## src/rtl/systolic_core_nxn.sv

```systemverilog
// Output-stationary N x N systolic matrix-multiply core with skewing input serializer.
// Define SYSTOLIC_CORE_SAT_EN to clamp scaled results instead of wrapping them.
module systolic_core_nxn #(
  parameter int WIDTH           = 16,
  parameter int FRAC_WIDTH      = 8,
  parameter int BLOCK_SIZE      = 2,
  parameter int INNER_DIMENSION = 64
) (
  input  logic                                  clk,
  input  logic                                  rst,
  input  logic                                  en,
  input  logic                                  in_valid,
  output logic                                  in_ready,
  input  logic [WIDTH*BLOCK_SIZE*BLOCK_SIZE-1:0] input_w,
  input  logic [WIDTH*BLOCK_SIZE*BLOCK_SIZE-1:0] input_n,
  output logic                                  out_valid,
  output logic [WIDTH*BLOCK_SIZE*BLOCK_SIZE-1:0] out,
  output logic                                  busy
);
  localparam int N          = BLOCK_SIZE;
  localparam int TILES      = INNER_DIMENSION / BLOCK_SIZE;
  localparam int ACC_WIDTH  = 2*WIDTH + $clog2(INNER_DIMENSION);
  localparam int TOT        = WIDTH*N*N;
  localparam int FCW        = (N > 1) ? $clog2(N) : 1;
  localparam int TCW        = (TILES > 1) ? $clog2(TILES) : 1;
  localparam int DCW        = $clog2(2*N) + 1;
  localparam int DRAIN_LAST = (N > 1) ? 2*(N-1) - 1 : 0;

  typedef enum logic [2:0] {IDLE, FEED, WAIT, DRAIN, DONE} state_t;

  state_t             state;
  logic [FCW-1:0]     feed_cnt;
  logic [TCW-1:0]     tile_cnt;
  logic [DCW-1:0]     drain_cnt;
  logic               out_valid_r;
  logic               accept;
  logic               advance;

  logic signed [WIDTH-1:0]     a_tile [N][N];
  logic signed [WIDTH-1:0]     b_tile [N][N];
  logic signed [WIDTH-1:0]     a_inj  [N];
  logic signed [WIDTH-1:0]     b_inj  [N];
  logic signed [WIDTH-1:0]     a_sk   [N][N];
  logic signed [WIDTH-1:0]     b_sk   [N][N];
  logic signed [WIDTH-1:0]     west   [N];
  logic signed [WIDTH-1:0]     north  [N];
  logic signed [WIDTH-1:0]     a_in   [N][N];
  logic signed [WIDTH-1:0]     b_in   [N][N];
  logic signed [WIDTH-1:0]     a_pass [N][N];
  logic signed [WIDTH-1:0]     b_pass [N][N];
  logic signed [2*WIDTH-1:0]   prod   [N][N];
  logic signed [ACC_WIDTH-1:0] acc    [N][N];
  logic [TOT-1:0]              out_next;

  assign in_ready = en && !rst &&
                    ((state == IDLE) || (state == WAIT) ||
                     (state == FEED && feed_cnt == FCW'(N-1) && tile_cnt != TCW'(TILES-1)));
  assign accept    = in_valid && in_ready;
  // WAIT freezes the whole array so in-flight operands line up with the next tile
  assign advance   = (state == FEED) || (state == DRAIN);
  assign out_valid = out_valid_r && en;
  assign busy      = (state != IDLE);

  always_ff @(posedge clk or posedge rst) begin
    if (rst) begin
      state       <= IDLE;
      feed_cnt    <= '0;
      tile_cnt    <= '0;
      drain_cnt   <= '0;
      out_valid_r <= 1'b0;
      out         <= '0;
    end else if (en) begin
      out_valid_r <= 1'b0;
      case (state)
        IDLE: if (accept) begin
          state    <= FEED;
          feed_cnt <= '0;
          tile_cnt <= '0;
        end
        FEED: if (feed_cnt == FCW'(N-1)) begin
          feed_cnt <= '0;
          if (accept) begin
            tile_cnt <= tile_cnt + 1'b1;
          end else if (tile_cnt == TCW'(TILES-1)) begin
            state     <= (N == 1) ? DONE : DRAIN;
            drain_cnt <= '0;
          end else begin
            state <= WAIT;
          end
        end else begin
          feed_cnt <= feed_cnt + 1'b1;
        end
        WAIT: if (accept) begin
          state    <= FEED;
          feed_cnt <= '0;
          tile_cnt <= tile_cnt + 1'b1;
        end
        DRAIN: if (drain_cnt == DCW'(DRAIN_LAST)) state <= DONE;
               else drain_cnt <= drain_cnt + 1'b1;
        DONE: begin
          out         <= out_next;
          out_valid_r <= 1'b1;
          state       <= IDLE;
        end
        default: state <= IDLE;
      endcase
    end
  end

  always_ff @(posedge clk or posedge rst) begin
    if (rst) begin
      for (int r = 0; r < N; r++)
        for (int k = 0; k < N; k++) begin
          a_tile[r][k] <= '0;
          b_tile[r][k] <= '0;
        end
    end else if (accept) begin
      for (int r = 0; r < N; r++)
        for (int k = 0; k < N; k++) begin
          a_tile[r][k] <= input_w[TOT-1-WIDTH*(r*N+k) -: WIDTH];
          b_tile[r][k] <= input_n[TOT-1-WIDTH*(r*N+k) -: WIDTH];
        end
    end
  end

  always_comb begin
    for (int i = 0; i < N; i++) begin
      a_inj[i] = '0;
      b_inj[i] = '0;
      if (state == FEED) begin
        a_inj[i] = a_tile[i][feed_cnt];
        b_inj[i] = b_tile[feed_cnt][i];
      end
    end
  end

  for (genvar g = 0; g < N; g++) begin : g_skew
    if (g == 0) begin : g_direct
      assign west[g]  = a_inj[g];
      assign north[g] = b_inj[g];
    end else begin : g_delayed
      assign west[g]  = a_sk[g][g-1];
      assign north[g] = b_sk[g][g-1];
    end
  end

  for (genvar r = 0; r < N; r++) begin : g_row
    for (genvar c = 0; c < N; c++) begin : g_col
      if (c == 0) begin : g_w
        assign a_in[r][c] = west[r];
      end else begin : g_e
        assign a_in[r][c] = a_pass[r][c-1];
      end
      if (r == 0) begin : g_n
        assign b_in[r][c] = north[c];
      end else begin : g_s
        assign b_in[r][c] = b_pass[r-1][c];
      end
      assign prod[r][c] = a_in[r][c] * b_in[r][c];
    end
  end

  always_ff @(posedge clk or posedge rst) begin
    if (rst) begin
      for (int r = 0; r < N; r++)
        for (int c = 0; c < N; c++) begin
          a_sk[r][c]   <= '0;
          b_sk[r][c]   <= '0;
          a_pass[r][c] <= '0;
          b_pass[r][c] <= '0;
          acc[r][c]    <= '0;
        end
    end else if (en) begin
      if (state == DONE) begin
        for (int r = 0; r < N; r++)
          for (int c = 0; c < N; c++) begin
            a_sk[r][c]   <= '0;
            b_sk[r][c]   <= '0;
            a_pass[r][c] <= '0;
            b_pass[r][c] <= '0;
            acc[r][c]    <= '0;
          end
      end else if (advance) begin
        for (int r = 0; r < N; r++) begin
          a_sk[r][0] <= a_inj[r];
          b_sk[r][0] <= b_inj[r];
          for (int j = 1; j < N; j++) begin
            a_sk[r][j] <= a_sk[r][j-1];
            b_sk[r][j] <= b_sk[r][j-1];
          end
          for (int c = 0; c < N; c++) begin
            a_pass[r][c] <= a_in[r][c];
            b_pass[r][c] <= b_in[r][c];
            acc[r][c]    <= acc[r][c] +
                            {{(ACC_WIDTH-2*WIDTH){prod[r][c][2*WIDTH-1]}}, prod[r][c]};
          end
        end
      end
    end
  end

`ifdef SYSTOLIC_CORE_SAT_EN
  localparam logic signed [ACC_WIDTH-1:0] SAT_MAX = {{(ACC_WIDTH-WIDTH+1){1'b0}}, {(WIDTH-1){1'b1}}};
  localparam logic signed [ACC_WIDTH-1:0] SAT_MIN = {{(ACC_WIDTH-WIDTH+1){1'b1}}, {(WIDTH-1){1'b0}}};
  logic signed [ACC_WIDTH-1:0] res;
  always_comb begin
    out_next = '0;
    res      = '0;
    for (int r = 0; r < N; r++)
      for (int c = 0; c < N; c++) begin
        res = acc[r][c] >>> FRAC_WIDTH;
        if (res > SAT_MAX)      out_next[TOT-1-WIDTH*(r*N+c) -: WIDTH] = SAT_MAX[WIDTH-1:0];
        else if (res < SAT_MIN) out_next[TOT-1-WIDTH*(r*N+c) -: WIDTH] = SAT_MIN[WIDTH-1:0];
        else                    out_next[TOT-1-WIDTH*(r*N+c) -: WIDTH] = res[WIDTH-1:0];
      end
  end
`else
  always_comb begin
    out_next = '0;
    for (int r = 0; r < N; r++)
      for (int c = 0; c < N; c++)
        out_next[TOT-1-WIDTH*(r*N+c) -: WIDTH] = WIDTH'(acc[r][c] >>> FRAC_WIDTH);
  end
`endif

endmodule

```

## config.mk

```make
export PLATFORM = sky130hd
export DESIGN_NAME = systolic_core_nxn
export DESIGN_NICKNAME = d
export VERILOG_FILES = /design/src/rtl/systolic_core_nxn.sv
export SDC_FILE = /design/constraint.sdc
export NUM_CORES = 2
export LEC_CHECK = 0
export ABC_AREA = 1
export BUFFER_PORTS_ARGS = -buffer_cell sky130_fd_sc_hd__buf_2
export CAP_MARGIN = 25
export CORE_AREA = 2 2 340 241
export CTS_CLUSTER_DIAMETER = 100
export DETAILED_ROUTE_END_ITERATION = 7
export DIE_AREA = 0 0 342 243
export GPL_ROUTABILITY_DRIVEN = 0
export PLACE_DENSITY = 0.9
export SLEW_MARGIN = 25
export SYNTH_ARGS = -nofsm -noshare
export SYNTH_HDL_FRONTEND = slang
export SYNTH_SLANG_ARGS = --single-unit
export TNS_END_PERCENT = 10
```

## constraint.sdc

```tcl
create_clock -name clk -period 13.92 [get_ports clk]
set_input_delay 0.696 -clock clk [delete_from_list [all_inputs] [get_ports clk]]
set_output_delay 0.696 -clock clk [all_outputs]
set_load 0.01 [all_outputs]
```

==> impl_metrics.ini <==
[outcome]
outcome = finished with violations
violations = DRC

[clock_network]
cts_tree = built
cts_resized = 0
cts_setup_buffers = 0
clkLatencyLatePin_ns = 0.65
clk_pin_slew_worst_paths_ns = 0.07
cts_made_buffers = 44
ctsHoldBuffers = 0
cts-root-buf = clkbuf_16
clkSinkCount = 397
ctsLongestPathBuffers = 3
htreeDepth = 2

[setup_path]
path_common_cell = nand2_1
cp-end-kind = flip-flop
reg2reg_setup_slack_ns = 4.73
critPathBufInv = 6
slowest_stage = dfrtp_4
critPathMaxStageDelay_ns = 0.78
r2r_start = feed_cnt
path_class = reg -> reg
cp_max_fo = 58
startpoint_type = flip-flop
crit_required_ns = 14.49
reg2reg_depth = 34
path_delay_family = adder cells
cp.arrival_ns = 9.77
worstReg2RegEnd = acc[133]

[sta]
hold_viol_final = 0
worstMarginPinSlew_ns = 1.08
fin_skew_ns = 0.0516
period_share_pct = 66.0
rsz0062_at_grt = false
slew-limit-headroom_pct = 27.5
period_minus_slack_ns = 9.19
timing.hold.ws_ns = 0.245
max_freq_mhz = 109
finalSetupViolCount = 0
setup_tns_ns = 0
slew_viol_final = 0

[logic_synthesis]
syn_area_um2 = 51400
synthArstFlopShare_pct = 100
yosys-top-cells-count = 1,777 x nand2_1, 1,539 x inv_1, 752 x fa_1, 397 x dfrtp_1, 388 x ha_1
synthMuxAreaShare_pct = 0.0195
synth.most_common_cell = nand2_1
synth_fp_nets = 7804
yosysTopAreaCell = fa_1
synth_top_flop_cell = dfrtp_1
syn_area_per_cell_um2 = 7.86
yosys.area_share.simple_pct = 17.2
ys_ff_latch = 397
ys_seq_area_share_pct = 19.3
synth_compound_area_share_pct = 8.46
synthDistinctLibCells = 60
synth_top_family_by_area = adder cells
syn-instance-count = 6532
synthXorXnorAreaFrac_pct = 2.56
synthTopCellsByArea = fa_1 29%, dfrtp_1 19%, nand2_1 13%
synth_fa_ha_area_share_pct = 38.8
yosysTopAreaCellShare_pct = 29.3
synth-edff-count = 0
synth_warnings = 0

[die]
dieArea_um2 = 83100
io_pins = 199
core_um2 = 79900
rows = 87
dieWidth_um = 342
start_util_pct = 64.3
fp.dieH_um = 243

[routing]
via_per_inst = 5.87
ant_nets = 0
dr.pass1.iters = 8
wl_per_cell_um = 19.6
vias = 44800
drc = 156
drt_first_iter_violations = 6093
drt-total-wl_mm = 150

[cells_and_area]
fin_cells = 7629
final_util_pct = 67.9
fillers = 5881
fin_nets = 7798
finalInstanceArea_um2 = 54200
drive_gt1_share_pct = 5.30
antenna_cells = 0
area_delta_synth_final_pct = 5.58

[global_route]
grt_pass1_wl_mm = 242
antenna_found_initial = 1
grt_pass1_vias = 46500
grt_use_total_pct = 36.9
grt_overflow = 0
grt_max_degree = 160

[placement]
hpwl_mm = 114
placed_area_um2 = 52700
dp_cells = 7548
portBuffers = 198

[min_path]
hold_class = in -> async

[job]
maxCapViolCount = 0

[pwr]
leakage_nw = 29.5
power.density_nw_per_um2 = 159
vdd_drop_max_mv = 0.117
-- logic make-up (layout without fill, tap and decap cells) --
| group | after synthesis | count (layout) |
|---|---|---|
| simple gates | 2254 | 2254 |
| mux | 1 | 1 |
| flops | 397 | 397 |
| compound gates | 771 | 771 |
| buf+inv | 1819 | 1848 |
| fa+ha+maj | 1140 | 1140 |
| xor+xnor | 150 | 150 |
-- layout by cell type (no fill, tap or decap), types with 107 or more instances in the layout --
master   instances
ha_1           388
inv_1         1537
a21oi_1        216
nand3_1        107
fa_1           752
dfrtp_1        396
nor2_1         275
buf_2          198
o21ai_0        366
nand2_1       1777
-- final cells by class --
cell class | instances | area, µm² | share of cell area [%]
multi-input combinational | 4316 | 34400 | 63.5
clock inverter | 26 | 299 | 0.551
inverter | 1547 | 5820 | 10.7
tap | 1068 | 1340 | 2.46
clock buffer | 55 | 1230 | 2.28
timing repair buffer | 220 | 1170 | 2.16
sequential | 397 | 9940 | 18.3
-- stage by stage --
step	power (mW)	setup slack, ns
floorplan	5.45	2.18
global placement	6.79	5.41
detailed placement	7.04	5.08
CTS	8.39	5.01
global route	9.16	4.13
finish	8.62	4.73
-- where the power goes --
group / internal, mW / total [mW] / switching [mW]
clock: 0.715 / 1.28 / 0.567
sequential: 1.60 / 2.48 / 0.882
combinational: 1.59 / 4.86 / 3.26
-- registers in the layout, indices dropped and copies added, names as in the netlist --
| name | count |
|---|---|
| a_in | 32 |
| state | 3 |
| out | 64 |
| b_in | 32 |
| acc | 96 |
| b_tile | 64 |
| drain_cnt | 3 |
| tile_cnt | 5 |
| out_valid_r | 1 |
| b_sk | 16 |
| a_tile | 64 |
| a_sk | 16 |
| feed_cnt | 1 |
-- metal layers --
metal  wire length (µm)  vias to the layer above  track usage (%)  share of wire, %
li1                   -                    19500                -                 -
met1              55600                    21200             49.4                37
met2              63000                     3405             54.2                42
met3              22900                      677             12.7                15
met4               8020                        0             17.0               5.4
met5                  0                        -                0                 0
-- worst max-delay path by stage --
stage               startpoint  depth (start not counted)  endpoint  slack (ns)
floorplan                  rst                          1   a_in[0]        2.18
global placement      feed_cnt                         34  acc[133]        5.41
detailed placement    feed_cnt                         34  acc[133]        5.08
CTS                   feed_cnt                         34  acc[133]        5.01
global route          feed_cnt                         34  acc[133]        4.13
finish                feed_cnt                         34  acc[133]        4.73
Power figures use the tool's default switching activity.
